[src/rtl/pc_unit_if.sv]
// Signal bundle between the fetch stage (master) and pc_unit (slave): the flow-control
// and target inputs, plus the current, incremented, next and saved exception PCs.
interface pc_unit_if #(
  parameter int WIDTH = 32
) ();
  logic             stall;
  logic [2:0]       brop;
  logic             zero;
  logic             neg;
  logic [WIDTH-1:0] b;
  logic [25:0]      j;
  logic             jump;
  logic             jr;
  logic [WIDTH-1:0] jr_target;
  logic             exc;
  logic             eret;
  logic [WIDTH-1:0] pc;
  logic [WIDTH-1:0] pc4;
  logic [WIDTH-1:0] npc;
  logic [WIDTH-1:0] epc;
  logic             redirect;
  logic             misalign;

  modport master (
    output stall, brop, zero, neg, b, j, jump, jr, jr_target, exc, eret,
    input  pc, pc4, npc, epc, redirect, misalign
  );

  modport slave (
    input  stall, brop, zero, neg, b, j, jump, jr, jr_target, exc, eret,
    output pc, pc4, npc, epc, redirect, misalign
  );
endinterface

[src/rtl/pc_unit.sv]
// Program counter with branch/jump/register-jump selection and optional exception entry/return.
// Define PC_UNIT_EXC_EN to compile in exc/eret handling, the epc register and the EXC_PEND state.
module pc_unit #(
  parameter int               WIDTH    = 32,
  parameter logic [WIDTH-1:0] RESET_PC = WIDTH'(32'h0000_3000),
  parameter logic [WIDTH-1:0] EXC_VEC  = WIDTH'(32'h0000_4180)
) (
  input  logic     clk,
  input  logic     rst,
  pc_unit_if.slave bus
);

  typedef enum logic [0:0] {
    RUN      = 1'b0,
    EXC_PEND = 1'b1
  } state_e;

  state_e           state_q;
  logic [WIDTH-1:0] pc_q;
  logic [WIDTH-1:0] epc_val;
  logic [WIDTH-1:0] pc4;
  logic [WIDTH-1:0] bpc;
  logic [WIDTH-1:0] jpc;
  logic [WIDTH-1:0] npc_d;
  logic             br_taken;
  logic             exc_req;
  logic             eret_req;
  logic             exc_take;

`ifdef PC_UNIT_EXC_EN
  logic [WIDTH-1:0] epc_q;

  assign exc_req  = bus.exc;
  assign eret_req = bus.eret;
  assign epc_val  = epc_q;
`else
  logic unused_exc_inputs;

  assign exc_req           = 1'b0;
  assign eret_req          = 1'b0;
  assign epc_val           = '0;
  assign unused_exc_inputs = bus.exc ^ bus.eret;
`endif

  assign pc4 = pc_q + WIDTH'(4);
  assign bpc = pc4 + (bus.b << 2);
  assign jpc = {pc4[WIDTH-1:28], bus.j, 2'b00};

  // A pending exception fires on the first unstalled cycle whether or not exc is still high.
  assign exc_take = !bus.stall && ((state_q == RUN && exc_req) || state_q == EXC_PEND);

  always_comb begin
    // NOTE: default assignment first so no path through the case leaves br_taken unassigned (no latch).
    br_taken = 1'b0;
    case (bus.brop)
      3'b001:  br_taken = bus.zero;
      3'b010:  br_taken = !bus.zero;
      3'b011:  br_taken = bus.neg | bus.zero;
      3'b100:  br_taken = !bus.neg && !bus.zero;
      3'b101:  br_taken = bus.neg;
      3'b110:  br_taken = !bus.neg;
      default: br_taken = 1'b0;
    endcase
  end

  always_comb begin
    npc_d = pc4;
    if (exc_take)      npc_d = EXC_VEC;
    else if (eret_req) npc_d = epc_val;
    else if (bus.jr)   npc_d = bus.jr_target;
    else if (bus.jump) npc_d = jpc;
    else if (br_taken) npc_d = bpc;
  end

  // NOTE: all state below uses non-blocking assignments so every register samples pre-edge values.
  always_ff @(posedge clk) begin
    if (rst) begin
      pc_q    <= RESET_PC;
      state_q <= RUN;
`ifdef PC_UNIT_EXC_EN
      epc_q   <= '0;
`endif
    end else begin
      if (!bus.stall) pc_q <= npc_d;
`ifdef PC_UNIT_EXC_EN
      if (exc_take) epc_q <= pc_q;
`endif
      case (state_q)
        RUN:      if (exc_req && bus.stall) state_q <= EXC_PEND;
        EXC_PEND: if (!bus.stall)           state_q <= RUN;
      endcase
    end
  end

  assign bus.pc       = pc_q;
  assign bus.pc4      = pc4;
  assign bus.npc      = npc_d;
  assign bus.epc      = epc_val;
  assign bus.redirect = (npc_d != pc4);
  assign bus.misalign = |npc_d[1:0];

endmodule

[src/flat_wrapper.sv]
// flat-port wrapper written by rule: the top's interface ports become plain ports
module pc_unit_flat 
#(
  parameter int               WIDTH    = 32,
  parameter logic [WIDTH-1:0] RESET_PC = WIDTH'(32'h0000_3000),
  parameter logic [WIDTH-1:0] EXC_VEC  = WIDTH'(32'h0000_4180)
)
  (clk, rst, bus_stall, bus_brop, bus_zero, bus_neg, bus_b, bus_j, bus_jump, bus_jr, bus_jr_target, bus_exc, bus_eret, bus_pc, bus_pc4, bus_npc, bus_epc, bus_redirect, bus_misalign);
  pc_unit_if #(.WIDTH(WIDTH)) bus_i ();
  input  logic clk;
  input  logic rst;
  input wire logic [$bits(bus_i.stall)-1:0] bus_stall;
  input wire logic [$bits(bus_i.brop)-1:0] bus_brop;
  input wire logic [$bits(bus_i.zero)-1:0] bus_zero;
  input wire logic [$bits(bus_i.neg)-1:0] bus_neg;
  input wire logic [$bits(bus_i.b)-1:0] bus_b;
  input wire logic [$bits(bus_i.j)-1:0] bus_j;
  input wire logic [$bits(bus_i.jump)-1:0] bus_jump;
  input wire logic [$bits(bus_i.jr)-1:0] bus_jr;
  input wire logic [$bits(bus_i.jr_target)-1:0] bus_jr_target;
  input wire logic [$bits(bus_i.exc)-1:0] bus_exc;
  input wire logic [$bits(bus_i.eret)-1:0] bus_eret;
  output wire logic [$bits(bus_i.pc)-1:0] bus_pc;
  output wire logic [$bits(bus_i.pc4)-1:0] bus_pc4;
  output wire logic [$bits(bus_i.npc)-1:0] bus_npc;
  output wire logic [$bits(bus_i.epc)-1:0] bus_epc;
  output wire logic [$bits(bus_i.redirect)-1:0] bus_redirect;
  output wire logic [$bits(bus_i.misalign)-1:0] bus_misalign;
  assign bus_i.stall = bus_stall;
  assign bus_i.brop = bus_brop;
  assign bus_i.zero = bus_zero;
  assign bus_i.neg = bus_neg;
  assign bus_i.b = bus_b;
  assign bus_i.j = bus_j;
  assign bus_i.jump = bus_jump;
  assign bus_i.jr = bus_jr;
  assign bus_i.jr_target = bus_jr_target;
  assign bus_i.exc = bus_exc;
  assign bus_i.eret = bus_eret;
  assign bus_pc = bus_i.pc;
  assign bus_pc4 = bus_i.pc4;
  assign bus_npc = bus_i.npc;
  assign bus_epc = bus_i.epc;
  assign bus_redirect = bus_i.redirect;
  assign bus_misalign = bus_i.misalign;
  pc_unit #(.WIDTH(WIDTH), .RESET_PC(RESET_PC), .EXC_VEC(EXC_VEC)) u_core (.clk(clk), .rst(rst), .bus(bus_i));
endmodule
[config.mk]
export PLATFORM = sky130hd
export DESIGN_NAME = pc_unit_flat
export DESIGN_NICKNAME = d
export VERILOG_FILES = /design/src/rtl/pc_unit_if.sv /design/src/rtl/pc_unit.sv /design/src/flat_wrapper.sv
export SDC_FILE = /design/constraint.sdc
export NUM_CORES = 1
export LEC_CHECK = 0
export CORE_ASPECT_RATIO = 0.5
export CORE_UTILIZATION = 50
export DETAILED_ROUTE_END_ITERATION = 8
export PLACE_DENSITY = 0.88
export SYNTH_ARGS = -nofsm -noshare
export SYNTH_HDL_FRONTEND = slang
export SYNTH_SLANG_ARGS = --single-unit
[constraint.sdc]
create_clock -name clk -period 11.2 [get_ports clk]
set_input_delay 1.12 -clock clk [delete_from_list [all_inputs] [get_ports clk]]
set_output_delay 1.12 -clock clk [all_outputs]
set_load 0.1 [all_outputs]
[Word level (Yosys, flattened, before mapping)]
Cells that the tools add are included.
Word-level totals
  bits in registers: 33
  bits of input ports: 102
  logic and storage cells: 26
Operators by class
  add/sub/neg operators: 2
  eq/ne operators: 7
  muxes and demuxes: 7
  bitwise operators: 2
  reduce and logical (&&, ||, !) cells: 6
Operators with widths (count)
  two-way mux 32 bit: 4
  adder 32 x 3 -> 32 bit, second input constant: 1
  adder 32 bit: 1
  inequality test 32 bit: 1
  equality test 3 bit, second input constant: 3
  equality test 3 x 2 -> 1 bit, second input constant: 2
  case mux 1 bit (6 select lines): 1
  equality test 3 x 1 -> 1 bit, second input constant: 1
  zero test 1 bit: 3
  logical AND 1 bit: 2
  case mux 1 bit (2 select lines): 1
  OR reduction 2 bit: 1
  two-way mux 1 bit: 1
  inverter 1 bit: 1
  OR 1 bit: 1

[Depth between registers and ports, before layout]
Gate-level depths: netlist of run 1.
  depth in word-level cells: 8
  gate-level depth with buffers: 19
  mapped depth without buffers: 18

[Worst setup path before layout of run 1]
OpenSTA, ideal clock, no wires.
  kind: reg2out
  start point: reg u_core.pc_q[2] (netlist: u_core.bus.pc[2])
  end point: out bus_npc[27]
  arrival time: 7.726 ns
  required time: 10.080 ns
  path slack: 2.354 ns
  stages on the path, launching flop included: 17
  cell sequence: dfxtp_1 > buf_2 > nand2_1 > nor2_1 > xor2_1 > ha_1 > clkbuf_1 > a41o_1 > a21oi_1 > o31a_1 > a211o_1 > a21oi_1 > a31oi_1 > xor2_1 > nor2_1 > a21oi_1 > o21ai_0
Between the ends
  cells in the longest elaborated chain, start to end: 6
Ends and longest elaborated chain
  from (decl): RTL line pc_unit.sv:19  | logic [WIDTH-1:0] pc_q;
  from (signal assigned): RTL line pc_unit.sv:84  | if (!bus.stall) pc_q <= npc_d;
  adder 32 x 3 -> 32 bit: RTL line pc_unit.sv:45  | assign pc4 = pc_q + WIDTH'(4);
  named net bus_pc4[7]: RTL line flat_wrapper.sv:24  | output wire logic [$bits(bus_i.pc4)-1:0] bus_pc4;
  adder 32 bit: RTL line pc_unit.sv:46  | assign bpc = pc4 + (bus.b << 2);
  two-way mux 32 bit: RTL line pc_unit.sv:72  | else if (br_taken) npc_d = bpc;
  two-way mux 32 bit: RTL line pc_unit.sv:71  | else if (bus.jump) npc_d = jpc;
  two-way mux 32 bit: RTL line pc_unit.sv:70  | else if (bus.jr) npc_d = bus.jr_target;
  two-way mux 32 bit: RTL line pc_unit.sv:68  | if (exc_take) npc_d = EXC_VEC;
  to (decl): RTL line flat_wrapper.sv:25  | output wire logic [$bits(bus_i.npc)-1:0] bus_npc;
The timed path passes the listed nets, and every way through them passes these cells.

[Final worst setup path of run 1]
  start point: reg u_core.pc_q[2] (netlist: u_core.bus.pc[2])
  end point: out bus_redirect
Between the ends
  cells in the longest elaborated chain, start to end: 7
Ends and longest elaborated chain
  adder 32 x 3 -> 32 bit *: RTL line pc_unit.sv:45
  adder 32 bit: RTL line pc_unit.sv:46
  two-way mux 32 bit: RTL line pc_unit.sv:72
  two-way mux 32 bit: RTL line pc_unit.sv:71
  two-way mux 32 bit: RTL line pc_unit.sv:70
  two-way mux 32 bit: RTL line pc_unit.sv:68
  inequality test 32 bit *: RTL line pc_unit.sv:99  | assign bus.redirect = (npc_d != pc4);
  to (decl): RTL line flat_wrapper.sv:27  | output wire logic [$bits(bus_i.redirect)-1:0] bus_redirect;
Mark *: on every way between the ends. The rest lies on a longest branch, timed or not.

==> results of run 1 <==
[worst register-to-register path, cell delays in order, from the launching register on]
cell and delay [ns]:
dfxtp_1 0.62, ha_1 0.32, nand4_1 0.26, nor2_2 0.40
nand2_1 0.12, xor2_1 0.55, inv_1 0.24, ha_1 0.47
nand4_1 0.17, a211oi_1 0.35, o21ai_0 0.20, a221o_1 0.43
o311ai_0 0.40, xor2_1 0.37, a21oi_1 0.18, nor4_1 0.47
a21oi_1 0.09, nor2_1 0.10
[cell type report]
cell class	instances	area (um2)	share of cell area (%)
Inverter	46	173	2.00
Timing Repair Buffer	211	2070	23.9
Tap cell	170	213	2.46
Multi-Input combinational cell	829	5340	61.9
Sequential cell	33	661	7.65
Clock buffer	6	139	1.61
Clock inverter	2	37.5	0.435
[cells by family after synthesis]
family,Yosys count
multiplexers,33
AO/OA/AOI/OAI,299
AND/OR/NAND/NOR,376
XOR/XNOR,54
adder cells (fa/ha/maj),35
flip-flops,33
other,1
buffers and inverters,134
[worst paths after layout]
check                      endpoint         startpoint  slack [ns]
setup / recovery       bus_redirect   u_core.bus.pc[2]        2.58
hold / removal    u_core.bus.pc[28]  u_core.bus.pc[28]        0.54
setup reg to reg  u_core.bus.pc[30]   u_core.bus.pc[2]        5.36
hold reg to reg   u_core.bus.pc[28]  u_core.bus.pc[28]        0.54
[where the power goes]
part	internal [uW]	leakage, uW	switching [uW]
registers	126	0.000272	17.6
logic	193	0.00318	519
clock network	111	0.0000831	50.6
[per-layer routing]
layer	track usage (%)	vias to the layer above
met2	60.0	702
met3	13.4	56
li1	-	3834
met5	0	-
met4	5.93	0
met1	62.3	4025
[per-stage QoR]
stage / std cells / util, % / setup slack, ns / hold slack (ns)
after floorplan: 996 / - / 2.35 / 0.481
after global placement: 1289 / 66.6 / 3.32 / 0.519
after detailed placement: 1289 / 66.6 / 3.35 / 0.523
after CTS: 1297 / 68.0 / 2.94 / 0.531
after global routing: 1297 / 68.0 / 2.34 / 0.566
final: 1297 / 68.0 / 2.58 / 0.536
[registers in the layout, indices dropped and copies added (netlist names)]
register        flops
u_core.state_q      1
u_core.bus.pc      32
[cell usage in the layout, fill, tap and decap left out, drive strengths merged, types with 5 or more instances in the layout]
cell type	instances
and4	5
clkdlybuf4s50	194
nand2	95
nor3	28
inv	46
a21o	11
nand3	38
nor2	112
o22ai	12
dfxtp	33
a21oi	86
nor2b	7
conb	32
a2111oi	7
nor4	14
and2	11
nand4	23
buf	17
a31oi	10
or3	10
and3	10
ha	34
a211oi	16
o21ai	48
nand2b	7
clkbuf	6
mux2i	30
a211o	7
a22oi	7
o31ai	5
xnor2	30
o21a	12
o221ai	5
o2111ai	7
xor2	24
a32oi	5
o211ai	12
==> metrics.md, run 1 <==
| Metric | Value |
|---|---|
| Vias | `between 8000 and 9000` |
| Vias/cell | `around 6.6` |
| Die width | `between 150 and 200 um` |
| Cts hold-fix bufs | `0` |
| Hold WC Path Type | `reg -> reg` |
| Number of antenna violations at the first check in global routing | `0` |
| TritonCTS clock tree | `done` |
| Startpoint Class | `register` |
| Crit. path cell count | `18` |
| Max VDD drop | `133 uV` |
| Ant. Diodes | `0` |
| Vias in the first global route | `7327` |
| Simple-gate portion of the synthesized area | `between 20 and 30%` |
| Relative slew slack | `approximately 3.5%` |
| Ys Warns | `0` |
| Synth Area in Adders | `6.83%` |
| Mux contribution to synthesized area | `5.12%` |
| CP max stage cell | `clkdlybuf4s50_1` |
| Clk_lat worst skew | `approximately 0.28 ns` |
| Fill cells | `between 1000 and 1500` |
| Compound-Gate Fraction of Synth Area | `slightly above 30%` |
| DR DRC count | `1` |
| DRT iter0 DRCs | `approximately 1600` |
| Crit Path Max Fanout | `12` |
| Skew final | `around 0.0021 ns` |
| Unrepaired setup endpoints after global routing | `no` |
| Grt total ovfl | `0` |
| Yosys top cell area share | `between 10% and 20%` |
| Crit path DAT | `between 7 and 8 ns` |
| Number of synthesized flops with an enable pin | `0` |
| M1 wire length | `about 13000 um` |
| Worst Max-Slew Pin Slew | `1.41 ns` |
| Post-Synth XOR/XNOR Area | `8.06%` |
| Final #Nets | `1263` |
| Async SR Flop Fraction | `0%` |
| WL/cell | `23.2 um` |
| Die Y | `82.8 um` |
| CTS resizes | `0` |
| Post-synthesis sequential area ratio | `10.1%` |
| Count leader, synth | `nor2_1` |
| CTS H-tree depth | `2` |
| Violated checks | `DRC` |
| Synth cell count leaders | `nor2_1, nand2_1, a21oi_1` |
| CTS buffer count | `5` |
| DRT Wirelength | `30000 um` |
| CP Buf/Inv Count | `2` |
| WHS Path Cells | `2` |
| DP Area | `around 8500 um2` |
| Die area | `around 14000 um2` |
| Cell taking the most area after synthesis | `dfxtp_1` |
| Reg2Reg Depth | `17` |
| Final ANT Viol Nets | `0` |
| Final count of negative-setup-slack endpoints | `0` |
| Max Fclk | `about 0.12 GHz` |
| Met2 Wirelength | `11900 um` |
| Gp weighted congestion | `slightly below 1` |
| Pin count of the biggest net entering global routing | `between 50 and 60` |
| Met3 WL | `around 4900 um` |
| Initial Utilization | `a little over 50%` |
| Fin crit period | `between 8 and 9 ns` |
| First-pass GRT wire length | `about 43000 um` |
| Synthesized instance count | `around 970` |
| Avg Inst Size Synth | `just under 7 um2` |
| Reg clk slew, reported paths | `about 0.050 ns` |
| Crit-path cells | `ha_1 > nand4_1 > nor2_2 > nand2_1 > xor2_1 > inv_1 > ha_1 > nand4_1 > a2111oi_0 > nor2_1 > xnor2_1 > mux2i_1 > a2111oi_0 > and4_1 > nand4_1 > nor4_1 > o2111ai_1 > clkdlybuf4s50_1` |
| Leak | `0.00354 uW` |
| Post-synthesis register bit count | `33` |
| Core Region | `roughly 13000 um2` |
| Final period util | `approximately three quarters` |
| Crit path top cell by count | `nand4_1` |
| Final non-filler cell area | `about 8600 um2` |
| Crit path kind | `reg -> out` |
| Overall Global Routing Usage | `between 40 and 50%` |
| Largest family of logic cells by synthesized area | `compound AO/OA/AOI/OAI gates` |
| DP HPWL | `around 24000 um` |
| Status | `finished with violations` |
| Maxcap violations | `0` |
| Pre-Repair DR Iteration Count | `9` |
| Clock sinks | `33` |
| Synthesized cell area | `about 6500 um2` |
| Setup TNS | `0 ns` |
| CTS Buffer Depth | `2` |
| Buffers on Ports | `195` |
| Hold Fails Final Rpt | `0` |
| Pins over their slew limit | `0` |
| Tot Pwr | `about 1000 uW` |
| Most area-consuming cells after synthesis | `dfxtp_1, a21oi_1, ha_1, nor2_1, nand2_1` |
| Setup bufs post-CTS | `0` |
| Highest routed metal layer | `met4` |
| Yosys cell types | `around 90` |
| Core Rows | `29` |
| Layout cells sized above 1 | `about 5.8%` |
| CP peak stage delay | `1.02 ns` |
| Delay-heaviest family, CP | `simple AND/OR/NAND/NOR gates` |
| Syn-to-layout area delta | `32.3%` |
| I/O pin cnt | `between 200 and 250` |
| PD cells | `about 120 nW/um2` |
| Worst EP required | `10.08 ns` |
| Crit end category | `output pin` |
| Clk root buf | `clkbuf_16` |
| Top FF cell, synth | `dfxtp_1` |
Power figures use the tool's default switching activity.
==> run 2: changes to the inputs <==
Settings changed: CORE_UTILIZATION 50 to 43, PLACE_DENSITY 0.88 to 0.8.
Clock period 11.2 ns to 7.55 ns, I/O delays scaled along.
==> run 2 against run 1 <==
The flow now finishes without violations. Hold slack better by 0.0054 ns. Clock power up 24%. Via count down 2.3%. Largest cell class unchanged.
==> metrics.md, run 2 (synthesis results as in run 1) <==
| Metric | Value |
|---|---|
| Gp weighted congestion | `0.998 (was 0.987)` |
| DRT Wirelength | `30500 um (was 30000 um)` |
| DP Area | `8510 um2 (was 8450 um2)` |
| Final #Nets | `1265 (was 1263)` |
| Unrepaired setup endpoints after global routing | `no (unchanged)` |
| Crit path kind | `reg -> out (unchanged)` |
| Buffers on Ports | `195 (unchanged)` |
| Clk_lat worst skew | `0.28 ns (about the same)` |
| Final non-filler cell area | `8650 um2 (was 8630 um2)` |
| Final period util | `between 90 and 100%` |
| Die area | `15700 um2 (was 13500 um2)` |
| Number of antenna violations at the first check in global routing | `0 (unchanged)` |
| Crit path DAT | `6.26 ns (was 7.50 ns)` |
| Initial Utilization | `44.6% (was 51.4%)` |
| Reg2Reg Depth | `18 (was 17)` |
| Ant. Diodes | `0 (unchanged)` |
| Register area | `661 um2 (unchanged)` |
| DR DRC count | `0 (was 1)` |
| Skew final | `0.00648 ns (was 0.00211 ns)` |
| TritonCTS clock tree | `done (unchanged)` |
| Overall Global Routing Usage | `37.5% (was 42.4%)` |
| Syn-to-layout area delta | `32.6% (was 32.3%)` |
| Setup bufs post-CTS | `0 (unchanged)` |
| Grt total ovfl | `0 (unchanged)` |
| CP Buf/Inv Count | `2 (unchanged)` |
| Multi-input combinational cell area | `5380 um2 (was 5340 um2)` |
| Final count of negative-setup-slack endpoints | `0 (unchanged)` |
| CTS buffer count | `5 (unchanged)` |
| Min-Delay Startpoint | `u_core.bus.pc[24] (was u_core.bus.pc[28])` |
| Die width | `176 um (was 164 um)` |
| Max reg flops | `32 (unchanged)` |
| Clock sinks | `33 (unchanged)` |
| Reg clk slew, reported paths | `0.05 ns (about the same)` |
| Startpoint Class | `register (unchanged)` |
| Max VDD drop | `222 uV (was 133 uV)` |
| Relative slew slack | `24.8% (was 3.50%)` |
| Die Y | `89.1 um (was 82.8 um)` |
| Placement Setup Slack | `1.08 ns (was 3.35 ns)` |
| I/O pin cnt | `232 (unchanged)` |
| Setup TNS | `0 ns (unchanged)` |
| First-pass GRT wire length | `44300 um (was 43100 um)` |
| Fin crit period | `7.01 ns` |
| Fill cells | `1407 (was 1083)` |
| Layout cells sized above 1 | `7.27% (was 5.77%)` |
| Max Fclk | `around 0.14 GHz` |
| CTS Buffer Depth | `2 (unchanged)` |
| Most frequent cells in the layout | `clkdlybuf4s50_1, nor2_1, nand2_1 (unchanged)` |
| Clk root buf | `clkbuf_16 (unchanged)` |
| WL/cell | `23.0 um (was 23.2 um)` |
| Maxcap violations | `0 (unchanged)` |
| Most common cell after layout, fill and taps aside | `clkdlybuf4s50_1 (unchanged)` |
| PD cells | `170 nW/um2 (was 118 nW/um2)` |
| Pins over their slew limit | `0 (unchanged)` |
| Vias in the first global route | `7455 (was 7327)` |
| Crit path top cell by count | `nand4_1 (unchanged)` |
| Pre-Repair DR Iteration Count | `6 (was 9)` |
| DRT iter0 DRCs | `1145 (was 1558)` |
| Pin count of the biggest net entering global routing | `38 (was 56)` |
| WHS Path Cells | `2 (unchanged)` |
| Worst EP required | `6.80 ns (was 10.08 ns)` |
| Worst Max-Slew Pin Slew | `1.12 ns (was 1.41 ns)` |
| Worst r2r dst | `u_core.bus.pc[31] (was u_core.bus.pc[30])` |
| Leak | `0.00356 uW (was 0.00354 uW)` |
| Core Rows | `31 (was 29)` |
| Core Region | `14600 um2 (was 12700 um2)` |
| Crit-path cells | `ha_1 > nand4_1 > nor2_2 > nand2_1 > xor2_1 > inv_1 > ha_1 > nand4_1 > a2111oi_0 > or4_1 > a31oi_1 > xor2_1 > a31o_2 > nor4_1 > nand4_1 > nor4_1 > o2111ai_1 > buf_4 (was ha_1 > nand4_1 > nor2_2 > nand2_1 > xor2_1 > inv_1 > ha_1 > nand4_1 > a2111oi_0 > nor2_1 > xnor2_1 > mux2i_1 > a2111oi_0 > and4_1 > nand4_1 > nor4_1 > o2111ai_1 > clkdlybuf4s50_1)` |
| R2R Setup Slk | `2.23 ns (was 5.36 ns)` |
| Crit Path Max Fanout | `8 (was 12)` |
| Tot Pwr | `1470 uW (was 1020 uW)` |
| Status | `finished clean (was finished with violations)` |
| Hold WC Path Type | `reg -> reg (unchanged)` |
| CP peak stage delay | `0.70 ns (was 1.02 ns)` |
| CTS H-tree depth | `2 (unchanged)` |
| Vias | `8423 (was 8617)` |
| WHS Endpoint | `u_core.bus.pc[24] (was u_core.bus.pc[28])` |
| Fin worst setup slack | `0.536 ns (was 2.58 ns)` |
| CP max stage cell | `a2111oi_0 (was clkdlybuf4s50_1)` |
| DP HPWL | `24200 um (was 23600 um)` |
| Critical R2R Launch | `u_core.bus.pc[3] (was u_core.bus.pc[2])` |
| Hold Fails Final Rpt | `0 (unchanged)` |
| Cts hold-fix bufs | `0 (unchanged)` |
| Delay-heaviest family, CP | `simple AND/OR/NAND/NOR gates (unchanged)` |
| CTS resizes | `0 (unchanged)` |
| Final ANT Viol Nets | `0 (unchanged)` |
| Crit end category | `output pin (unchanged)` |
| Vias/cell | `6.35 (was 6.64)` |
[run 2: cell types whose count changed in the layout (fill, tap and decap cells not counted), sizes merged]
| cell | delta |
|---|---|
| clkinvlp | -1 |
| clkbuf | +1 |
| clkdlybuf4s50 | -12 |
| bufinv | -1 |
| buf | +14 |
[run 2: power breakdown]
group	switching (uW)	leakage (uW)	total, uW	internal, uW
clock	70.3	0.0000700	200	129
combinational	773	0.00322	1060	286
sequential	25.7	0.000272	213	187
[run 2: layer usage]
layer / global-route usage (%) / vias up / part of all wire [%]
li1: - / 3825 / -
met3: 10.6 / 45 / 15
met2: 52.5 / 596 / 39
met1: 55.9 / 3957 / 45
met4: 7.43 / 0 / 1.3
met5: 0 / - / 0
[run 2: cell type report]
class	instances	share of cell area [%]
clock buffer	7	1.65
inverter	46	2.00
sequential	33	7.64
timing repair buffer	213	23.7
multi-input combinational	829	62.1
tap	198	2.86
[run 2: worst max-delay path by stage]
| stage | start | endpoint | slack [ns] | depth (start not counted) |
|---|---|---|---|---|
| finish | u_core.bus.pc[3] | bus_redirect | 0.54 | 18 |
| global route | u_core.bus.pc[4] | bus_redirect | 0.38 | 17 |
| CTS | u_core.bus.pc[3] | bus_redirect | 0.75 | 18 |
| detailed placement | u_core.bus.pc[3] | bus_redirect | 1.08 | 18 |
| global placement | u_core.bus.pc[3] | bus_redirect | 1.18 | 18 |
| floorplan | u_core.bus.pc[3] | bus_redirect | 0.03 | 14 |
[run 2: through the flow]
stage | util, % | instances | hold slack (ns)
after global placement | 58.2 | 1319 | 0.523
after floorplan | - | 996 | 0.481
after CTS | 59.2 | 1326 | 0.540
after global routing | 59.2 | 1326 | 0.574
after detailed placement | 58.2 | 1319 | 0.532
final | 59.2 | 1326 | 0.541
[run 2: worst min-delay path, delay by kind of cell, from the launching register on]
kind	cells	cell delay, ns
flops	1	0.36
compound gates	1	0.05
simple gates	1	0.08
